File: src/rtl/dmem_bridge.sv
// Bridge between the core's MEM-stage data port and a req/gnt + rvalid data bus.
// Handles one load/store at a time and reports completion, or failure, with a one-cycle pulse.
module dmem_bridge #(
  parameter int unsigned TIMEOUT_CYCLES = 64,
  parameter logic [31:0] ERR_RDATA      = 32'h0000_0000
) (
  input  logic        clk,
  input  logic        reset,
  input  logic [31:0] ip_data_addr,
  input  logic        ip_data_wr,
  input  logic        ip_data_rd,
  input  logic [3:0]  ip_data_mask,
  input  logic [31:0] ip_data_from_proc,
  output logic        op_data_valid,
  output logic [31:0] op_data_to_proc,
  output logic        op_data_err,
  output logic        op_busy,
  output logic        op_bus_req,
  output logic        op_bus_we,
  output logic [31:0] op_bus_addr,
  output logic [3:0]  op_bus_wmask,
  output logic [31:0] op_bus_wdata,
  input  logic        ip_bus_gnt,
  input  logic        ip_bus_rvalid,
  input  logic [31:0] ip_bus_rdata
);

  typedef enum logic [1:0] {IDLE, REQ, WAIT_R, RESP} state_t;

  localparam bit          TIMEOUT_EN = (TIMEOUT_CYCLES != 0);
  localparam logic [31:0] TIMEOUT_LIM = TIMEOUT_EN ? 32'(TIMEOUT_CYCLES - 1) : 32'd0;

  state_t      state;
  logic [31:2] addr_q;
  logic [3:0]  mask_q;
  logic [31:0] wdata_q;
  logic        we_q;
  logic [31:0] tcount;
  logic        mask_ok;
  logic        legal;
  logic        timeout_hit;

  always_comb begin
    mask_ok = 1'b0;
    case (ip_data_mask)
      4'b1111:                         mask_ok = (ip_data_addr[1:0] == 2'b00);
      4'b0011, 4'b1100:                mask_ok = ~ip_data_addr[0];
      4'b0001, 4'b0010, 4'b0100, 4'b1000: mask_ok = 1'b1;
      default:                         mask_ok = 1'b0;
    endcase
    legal = mask_ok & ~(ip_data_rd & ip_data_wr);
  end

  // tcount holds the number of completed REQ/WAIT_R cycles, so the current one is the last allowed when it hits TIMEOUT_LIM.
  assign timeout_hit = TIMEOUT_EN && (tcount >= TIMEOUT_LIM);

  always_ff @(posedge clk or negedge reset) begin
    if (!reset) begin
      state           <= IDLE;
      addr_q          <= '0;
      mask_q          <= '0;
      wdata_q         <= '0;
      we_q            <= 1'b0;
      tcount          <= '0;
      op_data_valid   <= 1'b0;
      op_data_err     <= 1'b0;
      op_data_to_proc <= '0;
      op_busy         <= 1'b0;
    end else begin
      case (state)
        IDLE: begin
          if (ip_data_rd | ip_data_wr) begin
            addr_q  <= ip_data_addr[31:2];
            mask_q  <= ip_data_mask;
            wdata_q <= ip_data_from_proc;
            we_q    <= ip_data_wr;
            tcount  <= '0;
            op_busy <= 1'b1;
            if (legal) begin
              state <= REQ;
            end else begin
              state           <= RESP;
              op_data_valid   <= 1'b1;
              op_data_err     <= 1'b1;
              op_data_to_proc <= ERR_RDATA;
            end
          end
        end
        REQ: begin
          tcount <= tcount + 32'd1;
          if (ip_bus_gnt) begin
            if (we_q) begin
              state         <= RESP;
              op_data_valid <= 1'b1;
              op_data_err   <= 1'b0;
            end else begin
              state <= WAIT_R;
            end
          end else if (timeout_hit) begin
            state           <= RESP;
            op_data_valid   <= 1'b1;
            op_data_err     <= 1'b1;
            op_data_to_proc <= ERR_RDATA;
          end
        end
        WAIT_R: begin
          tcount <= tcount + 32'd1;
          if (ip_bus_rvalid) begin
            state           <= RESP;
            op_data_valid   <= 1'b1;
            op_data_err     <= 1'b0;
            op_data_to_proc <= ip_bus_rdata;
          end else if (timeout_hit) begin
            state           <= RESP;
            op_data_valid   <= 1'b1;
            op_data_err     <= 1'b1;
            op_data_to_proc <= ERR_RDATA;
          end
        end
        RESP: begin
          state         <= IDLE;
          op_data_valid <= 1'b0;
          op_data_err   <= 1'b0;
          op_busy       <= 1'b0;
        end
        default: state <= IDLE;
      endcase
    end
  end

  // Bus side comes straight from state and capture registers so reset drops the request without a clock.
  assign op_bus_req   = (state == REQ);
  assign op_bus_we    = we_q;
  assign op_bus_addr  = {addr_q, 2'b00};
  assign op_bus_wmask = mask_q;
  assign op_bus_wdata = wdata_q;

endmodule

File: config.mk
export PLATFORM = sky130hd
export DESIGN_NAME = dmem_bridge
export DESIGN_NICKNAME = d
export VERILOG_FILES = /design/src/rtl/dmem_bridge.sv
export SDC_FILE = /design/constraint.sdc
export NUM_CORES = 1
export LEC_CHECK = 0
export ABC_AREA = 1
export BUFFER_PORTS_ARGS = -buffer_cell sky130_fd_sc_hd__clkbuf_2
export CAP_MARGIN = 20
export CORE_MARGIN = 2
export CORE_UTILIZATION = 45
export CTS_BUF_LIST = sky130_fd_sc_hd__clkbuf_4 sky130_fd_sc_hd__clkbuf_8 sky130_fd_sc_hd__clkbuf_16
export DETAILED_ROUTE_END_ITERATION = 8
export GPL_ROUTABILITY_DRIVEN = 0
export PLACE_DENSITY = 0.73
export SYNTH_ARGS = -nofsm -noshare
export SYNTH_HDL_FRONTEND = slang
export SYNTH_SLANG_ARGS = --single-unit
export TNS_END_PERCENT = 100
File: constraint.sdc
create_clock -name clk -period 1.9 [get_ports clk]
set_clock_uncertainty 0.2 [all_clocks]
set_input_delay 0.095 -clock clk [delete_from_list [all_inputs] [get_ports clk]]
set_output_delay 0.095 -clock clk [all_outputs]
set_load 0.02 [all_outputs]
## Yosys cells after proc, flatten, opt, wreduce, memory -nomap -nowiden

Cells that the tools add are included.
Widths: inputs -> output; s select.

- Add/subtract/negate cells: 1
- Order comparisons: 1
- Equality and inequality tests: 14
- Multiplexer cells: 30
- Bitwise logic cells: 5
- Reductions and logical operators: 13

Operator list:

| cell | count |
|---|---|
| $mux 32 | 6 |
| $pmux 32 s3 | 1 |
| $pmux 32 s2 | 1 |
| $add 32x1->32 const B | 1 |
| $ge 32x6->1 const B | 1 |
| $eq 4x4->1 const B | 3 |
| $mux 1 | 12 |
| $mux 2 | 5 |
| $eq 4x2->1 const B | 2 |
| $pmux 1 s4 | 2 |
| $pmux 2 s4 | 1 |
| $ne 2x2->1 const B | 3 |
| $reduce_and 2->1 | 3 |
| $eq 2x2->1 const B | 2 |
| $eq 4x1->1 const B | 1 |
| $eq 4x3->1 const B | 1 |
| $logic_not 2->1 | 2 |
| $reduce_and 4->1 | 1 |
| $reduce_bool 2->1 | 2 |
| $reduce_or 2->1 | 2 |
| $reduce_or 4->1 | 1 |
| $ne 3x2->1 const B | 1 |
| $pmux 1 s3 | 1 |
| $reduce_and 3->1 | 1 |
| 6 further kinds | 8 |

- Register bits after elaboration: 136
- Input bits: 106
- Output and inout port bits: 105

## Logic depth before layout (Yosys ltp)

Gate-level depths: netlist of the first run.

- Depth in word-level cells: 7
- Mapped depth: 13
- Mapped depth without buffers: 12

## Worst setup path after synthesis of the first run

OpenSTA, ideal clock, no wires.

- Kind: register -> register
- Start: register state[0]
- End: register tcount[15]
- Setup time: 0.119 ns
- Arrival time: 1.628 ns
- Required time: 1.581 ns
- Path slack: -0.047 ns
- Cell stages (with the launch flop): 13
- Buffers on the path: 2
- Period minus slack after synthesis: 1.947 ns
- Cells stage by stage: dfrtp_1 -> inv_1 -> ha_1 -> clkbuf_8 -> nand2_1 -> nand2_2 -> buf_6 -> nand2_2 -> nor2_4 -> nand2_1 -> clkinv_1 -> a21oi_1 -> nor2_1

- Word-level cells in the longest chain between the ends: 4

RTL lines:

| what | RTL line | RTL |
|---|---|---|
| start: declaration | 33 | `state_t state;` |
| start signal: assignment | 59 | `state <= IDLE;` |
| start signal: assignment | 80 | `state <= REQ;` |
| start signal: assignment | 82 | `state <= RESP;` |
| $eq 2x1->1 / $eq 2x2->1 (equally long branches) | 70 | `case (state)` |
| $reduce_or 2->1 (no source line) | -- |  |
| $reduce_bool 2->1 (no source line) | -- |  |
| $reduce_and 2->1 (no source line) | -- |  |
| end signal: assignment | 90 | `tcount <= tcount + 32'd1;` |
| end signal: assignment | 107 | `tcount <= tcount + 32'd1;` |
| end: declaration | 38 | `logic [31:0] tcount;` |

Several ways; a longest one is shown, not always the timed one.
A chain may end at the register's enable or synchronous reset.

## Final worst setup path of the first run

- Start: register state[0]
- End: register op_data_to_proc[6]

- Word-level cells in the longest chain between the ends: 3

RTL lines:

| what | RTL line | RTL |
|---|---|---|
| $eq 2x1->1, or another cell as far along | 70 |  |
| $ne 2x2->1 (no source line) / $reduce_bool 3->1 (equally long branches) | -- |  |
| $reduce_and 4->1 (no source line) | -- |  |
| end signal: assignment | 112 | `op_data_to_proc <= ip_bus_rdata;` |
| end: declaration | 15 | `output logic [31:0] op_data_to_proc,` |

Several ways; a longest one is shown, not always the timed one.

==> results of run 1 <==
worst max-delay path, stage by stage, from the launching register on:
cell and delay, ps:
dfrtp_1 390, inv_2 140, ha_4 160, inv_2 60, nor2_4 120, nor2_4 80, clkbuf_16 170, nor2_1 120
nand4_1 160, nand2_1 110, nand2_1 60, o21ai_1 130
per-stage QoR:
stage,TNS (ps),hold WS [ps]
floorplan,0,-401
global placement,0,-232
detailed placement,0,-229
CTS,0,3.98
global route,-1180,82.6
finish,-67.4,39.0
worst min-delay path by stage:
stage | startpoint | to | slack [ps] | cells after the start
3_3_place_gp | reset | tcount[30] | -230 | 1
3_5_place_dp | reset | op_data_to_proc[22] | -230 | 1
5_1_grt | ip_data_rd | op_data_err | 80 | 7
6_report | ip_data_rd | op_data_err | 40 | 7
4_1_cts | ip_data_rd | op_data_err | 4 | 7
2_1_floorplan | reset | addr_q[10] | -400 | 0
power by group through the flow:
stage	combinational, uW	clock, uW	sequential [uW]
after detailed placement	7010	0	4510
after global routing	9060	3460	4670
after CTS	7410	3320	4520
final	8410	3290	4570
after global placement	6870	0	4530
after floorplan	3670	0	5500
flip-flops by register name, indices dropped and copies added (netlist names):
register / flops
op_data_to_proc: 32
op_data_err: 1
tcount: 32
addr_q: 30
op_busy: 1
op_bus_we: 1
op_data_valid: 1
state: 2
op_bus_wmask: 4
op_bus_wdata: 32
timing repair:
action / CTS / global route
hold buffers: 103 / 1
gates resized for setup: 4 / 57
setup buffers: 2 / 10
pin swaps: 0 / 38
setup endpoints to repair: 9 / 64
endpoints found under the hold margin: 238 / 19
gates cloned: 1 / 8
synthesized netlist by cell type (2+ instances only):
| master | number |
|---|---|
| nand2_1 | 448 |
| dfrtp_1 | 136 |
| nor2_1 | 102 |
| inv_1 | 89 |
| nand4_1 | 48 |
| o21ai_1 | 38 |
| nand3_1 | 35 |
| o21ai_0 | 30 |
| buf_2 | 12 |
| a21oi_1 | 11 |
| buf_4 | 9 |
| buf_6 | 9 |
| nor3_1 | 9 |
| nand2_2 | 7 |
| clkbuf_1 | 6 |
| ha_1 | 6 |
| inv_2 | 5 |
| nor2_2 | 5 |
| nor3_2 | 5 |
| buf_1 | 4 |
| clkbuf_8 | 4 |
| nor2_4 | 4 |
| xor2_1 | 3 |
| clkbuf_4 | 2 |
| clkinv_1 | 2 |
| dlygate4sd1_1 | 2 |
| nand3_2 | 2 |
| nand3_4 | 2 |
layout make-up:
class,count,area share [%]
inverters,96,3.26
repair buffers,380,26.0
flip-flops and latches,136,30.6
clock inverters,15,1.41
well taps,220,2.48
clock buffers,17,3.83
multi-input cells,763,32.4
logic make-up (layout without fill, tap and decap cells):
logic type,Yosys count,count (layout)
AO/OA/AOI/OAI,82,82
XOR/XNOR,3,3
adder cells (fa/ha/maj),6,6
buffers and inverters,144,508
flip-flops,136,136
other,1,2
AND/OR/NAND/NOR,670,670
per-layer routing:
layer,vias to the layer above,routed length (um)
li1,3980,-
met1,3861,10100
met2,426,12100
met3,61,1940
met4,0,670
met5,-,0
==> results.toml, run 1 <==
[status]
status = "finished, violations left"
violations = "negative setup slack"

[worst_setup_path]
critPathCaptureType = "flip-flop"
regToRegEndpoint = "op_data_to_proc[6]"
worstPathArrival_ps = 2120
cp-start-kind = "flip-flop"
crit_fanout = 8
crit_required_ps = 2050
path_class = "flip-flop to flip-flop"
endpoint = "op_data_to_proc[6]"
startpoint = "state[0]"
r2r_cells = 11
r2r_slack_ps = -70
r2r_start = "state[0]"

[global_routing]
grt_start_max_net_pins = 53
use_met3_pct = 6.28
grt_use_met1_pct = 35.2
use_met2_pct = 43.8
gr-usage-all-layers_pct = 26.9
grt.overflow.total = 0
grt-busiest-layer = "met2"
antenna_found_initial = 0
grt_pass1_vias = 7885
grt_pass1_wl_um = 38700

[pwr]
cellInternalPower_uw = 8810
ir_drop_v = 0.000858
p_sw_uw = 7460
seqPwrFrac_pct = 28.1
power.share.clock_pct = 20.2
switching_share_pct = 45.9
power.total_uw = 16300
p_leak_uw = 0.00568
comb_power_share_pct = 51.7
p_per_area_mw_per_mm2 = 1460

[cells_and_area]
syn_to_final_growth_pct = 48.4
finish.net_count = 1506
drive_above_1_share_pct = 27.1
seq_area_mm2 = 0.00340
multi_input_area_mm2 = 0.00360
nFillCells = 1208
diodes = 0
final_common_cell = "nand2_1"
mostFrequentLayoutCells = "nand2_1 (444), clkbuf_2 (207), dfrtp_1 (136), dlygate4sd3_1 (103), inv_1 (85)"
fin_cells = 1627
postLayoutCellArea_mm2 = 0.0111
final_util_pct = 67.8

[synth]
synth_seq_area_share_pct = 45.4
ys.flop_type = "dfrtp_1"
yosys.area_share.xor_xnor_pct = 0.351
synth-edff-count = 0
synth_top_family_by_area = "simple AND/OR/NAND/NOR gates"
avgSynthCellArea_um2 = 7.19
yosys.area.top_type_share_pct = 45.4
syn-cell-area_mm2 = 0.00749
yosysTopAreaCell = "dfrtp_1"
synth_cells = 1042
muxShareOfSynthArea_pct = 0
ys_async_sr_fraction_pct = 100
synth_compound_area_share_pct = 5.56
synth_cell_types = 35
synthTopCellsByArea = "dfrtp_1 (45%), nand2_1 (22%), nor2_1 (5.1%)"
synth_adder_area_share_pct = 1.00
synth-seq-cells = 136
ys_warn_count = 0
synth_simple_gate_area_share_pct = 38.1

[die]
ios = 211
core_area_mm2 = 0.0164
die_w_um = 133
die-area_mm2 = 0.0177
fp.dieH_um = 133
initial_core_util_pct = 45.7
placementRows = 47

[clocking]
ctsHtreeMaxLevel = 4
cts_tree = "built"
clkSinkCount = 136
path_clk_slew_ps = 70
root_buffer = "clkbuf_16"
cts_max_path_buffers = 2
numCtsBuffers = 17
clk_latency_ps = 430

[run]
drv_cap = 0

[drt]
drt_iter0_drc = 662
wl_um = 24800
wl_per_cell_um = 15.2
vias = 8328
first_pass_iters = 5
via_per_inst = 5.12
drtAntennaViolNets = 0
drc_errors = 0

[placed_design]
numPortBuffers = 208
place_area_mm2 = 0.00898
hpwl_um = 14500
dpl_worst_slack_ps = 1.19
dp.cells = 1472

[sta]
setup_viol = 1
period_needed_ps = 1970
drv_slew = 0
fmax_mhz = 508
fin_crit_sh_pct = 104
hold_violations = 0
setup_slack_ps = -67.4
rsz0062_at_grt = "true"

[min_path]
hold_class = "primary input to flip-flop"
Note: power is estimated with default switching activity, not from simulation.
==> inputs of run 2 (changes only) <==
--- a/config.mk
+++ b/config.mk
@@ -8,12 +8,13 @@
 export ABC_AREA = 1
 export BUFFER_PORTS_ARGS = -buffer_cell sky130_fd_sc_hd__clkbuf_2
 export CAP_MARGIN = 20
+export CORE_ASPECT_RATIO = 0.7
 export CORE_MARGIN = 2
-export CORE_UTILIZATION = 45
+export CORE_UTILIZATION = 48
 export CTS_BUF_LIST = sky130_fd_sc_hd__clkbuf_4 sky130_fd_sc_hd__clkbuf_8 sky130_fd_sc_hd__clkbuf_16
 export DETAILED_ROUTE_END_ITERATION = 8
 export GPL_ROUTABILITY_DRIVEN = 0
-export PLACE_DENSITY = 0.73
+export PLACE_DENSITY = 0.77
 export SYNTH_ARGS = -nofsm -noshare
 export SYNTH_HDL_FRONTEND = slang
 export SYNTH_SLANG_ARGS = --single-unit
==> run 2 against run 1 <==
Compared with the run above:
- the flow finishes with violations (negative hold slack)
- via count increased by 0.90%
- core utilization rose by 3.2 points
- final area shrank 2.0%
- die area decreased by 6.0%
- count of clock-buffer cells in the layout is the same
- non-clock buffer count decreased by 5
- flip-flop and latch count stayed put
- sequential power about the same
- sequential share of layout area up 0.65 points
- fmax up 6.7%
- setup slack gained 120 ps
- critical endpoint is now op_data_to_proc[15]
==> results.toml, run 2 (synthesis gave the netlist of run 1 again) <==
[pwr]
power.share.clock_pct = 20.5
p_per_area_mw_per_mm2 = 1440
p_leak_uw = 0.00565
comb_power_share_pct = 50.2
ir_drop_v = 0.00116
cellInternalPower_uw = 8360
switching_share_pct = 46.8
seqPwrFrac_pct = 29.3
p_sw_uw = 7350

[worst_setup_path]
path_class = "flip-flop to flip-flop"
cp_cell_sequence = "ha_2 > nand3_4 > nor2_8 > nor2_4 > buf_12 > buf_12 > nand4_1 > nand2_1 > nand2_1 > o21ai_1"
crit_fanout = 8
cp-start-kind = "flip-flop"
critPathBufInv = 2
slowest_delay_ps = 380
worstPathArrival_ps = 1990
critPathCaptureType = "flip-flop"
slowest_stage = "dfrtp_1"
cpLargestDelayFamily = "simple AND/OR/NAND/NOR gates"
crit_required_ps = 2040

[sta]
fmax_mhz = 542
hold_violations = 30
drv_slew = 0
setup_slack_ps = 55.5
slew_headroom_pct = 66.7
period_needed_ps = 1840
worst_slew_pin_slew_ps = 498
fin_crit_sh_pct = 97.1
fin_setup_tns_ps = 0
setup_viol = 0
whs_ps = -58.6

[die]
core_area_mm2 = 0.0154
die-area_mm2 = 0.0166
fp.dieH_um = 109
ios = 211
die_w_um = 153
initial_core_util_pct = 48.8
placementRows = 38

[drt]
drt_iter0_drc = 834
wl_per_cell_um = 15.9
via_per_inst = 5.25
drtAntennaViolNets = 0
drc_errors = 0
vias = 8403
first_pass_iters = 6
wl_um = 25500

[placed_design]
hpwl_um = 14900
dpl_worst_slack_ps = -53.9
numPortBuffers = 208
dp.cells = 1456

[global_routing]
antenna_found_initial = 0
grt_pass1_wl_um = 39600
grt_pass1_vias = 7942
grt.overflow.total = 0
grt_start_max_net_pins = 73
gr-usage-all-layers_pct = 29.7

[cells_and_area]
seq_area_mm2 = 0.00340
drive_above_1_share_pct = 26.3
syn_to_final_growth_pct = 45.4
diodes = 0
mostFrequentLayoutCells = "nand2_1 (445), clkbuf_2 (207), dfrtp_1 (135), dlygate4sd3_1 (104), nor2_1 (91)"
nFillCells = 1091
finish.net_count = 1501
fin_cells = 1601
final_common_cell = "nand2_1"
multi_input_area_mm2 = 0.00355
final_util_pct = 70.9

[clocking]
numCtsBuffers = 17
root_buffer = "clkbuf_16"
cts_hold_buf = 104
cts_max_path_buffers = 2
path_clk_slew_ps = 60
ctsHtreeMaxLevel = 4
clk_latency_ps = 430
cts_tree = "built"
clkSinkCount = 136

[status]
violations = "negative hold slack"
status = "finished, violations left"

[run]
drv_cap = 0

[min_path]
hold_class = "primary input to async pin"
-- run 2: cell types whose count changed in the layout (fill, tap and decap cells not counted), moves of 4 or more --
cell,previous run,this run
buf_4,43,47
buf_6,8,2
nor2_1,82,91
nor2_2,17,12
nor2_4,12,8
-- run 2: per-stage QoR --
| stage | area, um^2 | total power [uW] |
|---|---|---|
| detailed placement | 8990 | 11500 |
| CTS | 10600 | 15000 |
| floorplan | 7500 | 9180 |
| finish | 10900 | 15700 |
| global placement | 8990 | 11400 |
| global route | 10900 | 16500 |
-- run 2: area by class of cell --
type                       instances  area share [%]
clock buffer                      17            3.91
sequential                       136            31.3
inverter                          96            3.31
multi-input combinational        763            32.6
tap                              200            2.30
clock inverter                    14            1.27
timing repair buffer             375            25.4
-- run 2: final timing paths --
| kind | startpoint | end | slack (ps) | cells past startpoint |
|---|---|---|---|---|
| max | tcount[0] | op_data_to_proc[15] | 60 | 10 |
| min | reset | op_data_to_proc[22] | -60 | 2 |
| max reg2reg | tcount[0] | op_data_to_proc[15] | 60 | 10 |
| min reg2reg | op_bus_wdata[30] | op_bus_wdata[30] | 280 | 2 |
| max in group asynchronous | reset | op_data_to_proc[28] | 330 | 3 |
| min in group clk | ip_data_addr[1] | state[1] | 80 | 9 |
-- run 2: routing by layer --
metal	GRT usage, %	part of all wire (%)
met3	7.09	8.5
met4	9.66	2.6
met5	0	0
met1	38.3	41
met2	49.9	48
-- run 2: what timing repair did --
action                                 4_1_cts  5_1_grt
cloned                                       0        3
endpoints found under the hold margin      239       30
pin swaps                                    0       19
setup endpoints to repair                    7       60
buffers inserted                             2        5
resized for setup                            2       41
-- run 2: power by group through the flow --
stage	combinational, uW	sequential (uW)	clock, uW
floorplan	3670	5500	0
global placement	6860	4510	0
detailed placement	7000	4520	0
CTS	7250	4500	3260
global route	8460	4680	3370
finish	7880	4600	3220
-- run 2: worst reg2reg max path, stage by stage (launching register included) --
cell and delay [ps]:
dfrtp_1 380, ha_2 210, nand3_4 120, nor2_8 60, nor2_4 130, buf_12 140
buf_12 120, nand4_1 90, nand2_1 80, nand2_1 70, o21ai_1 170
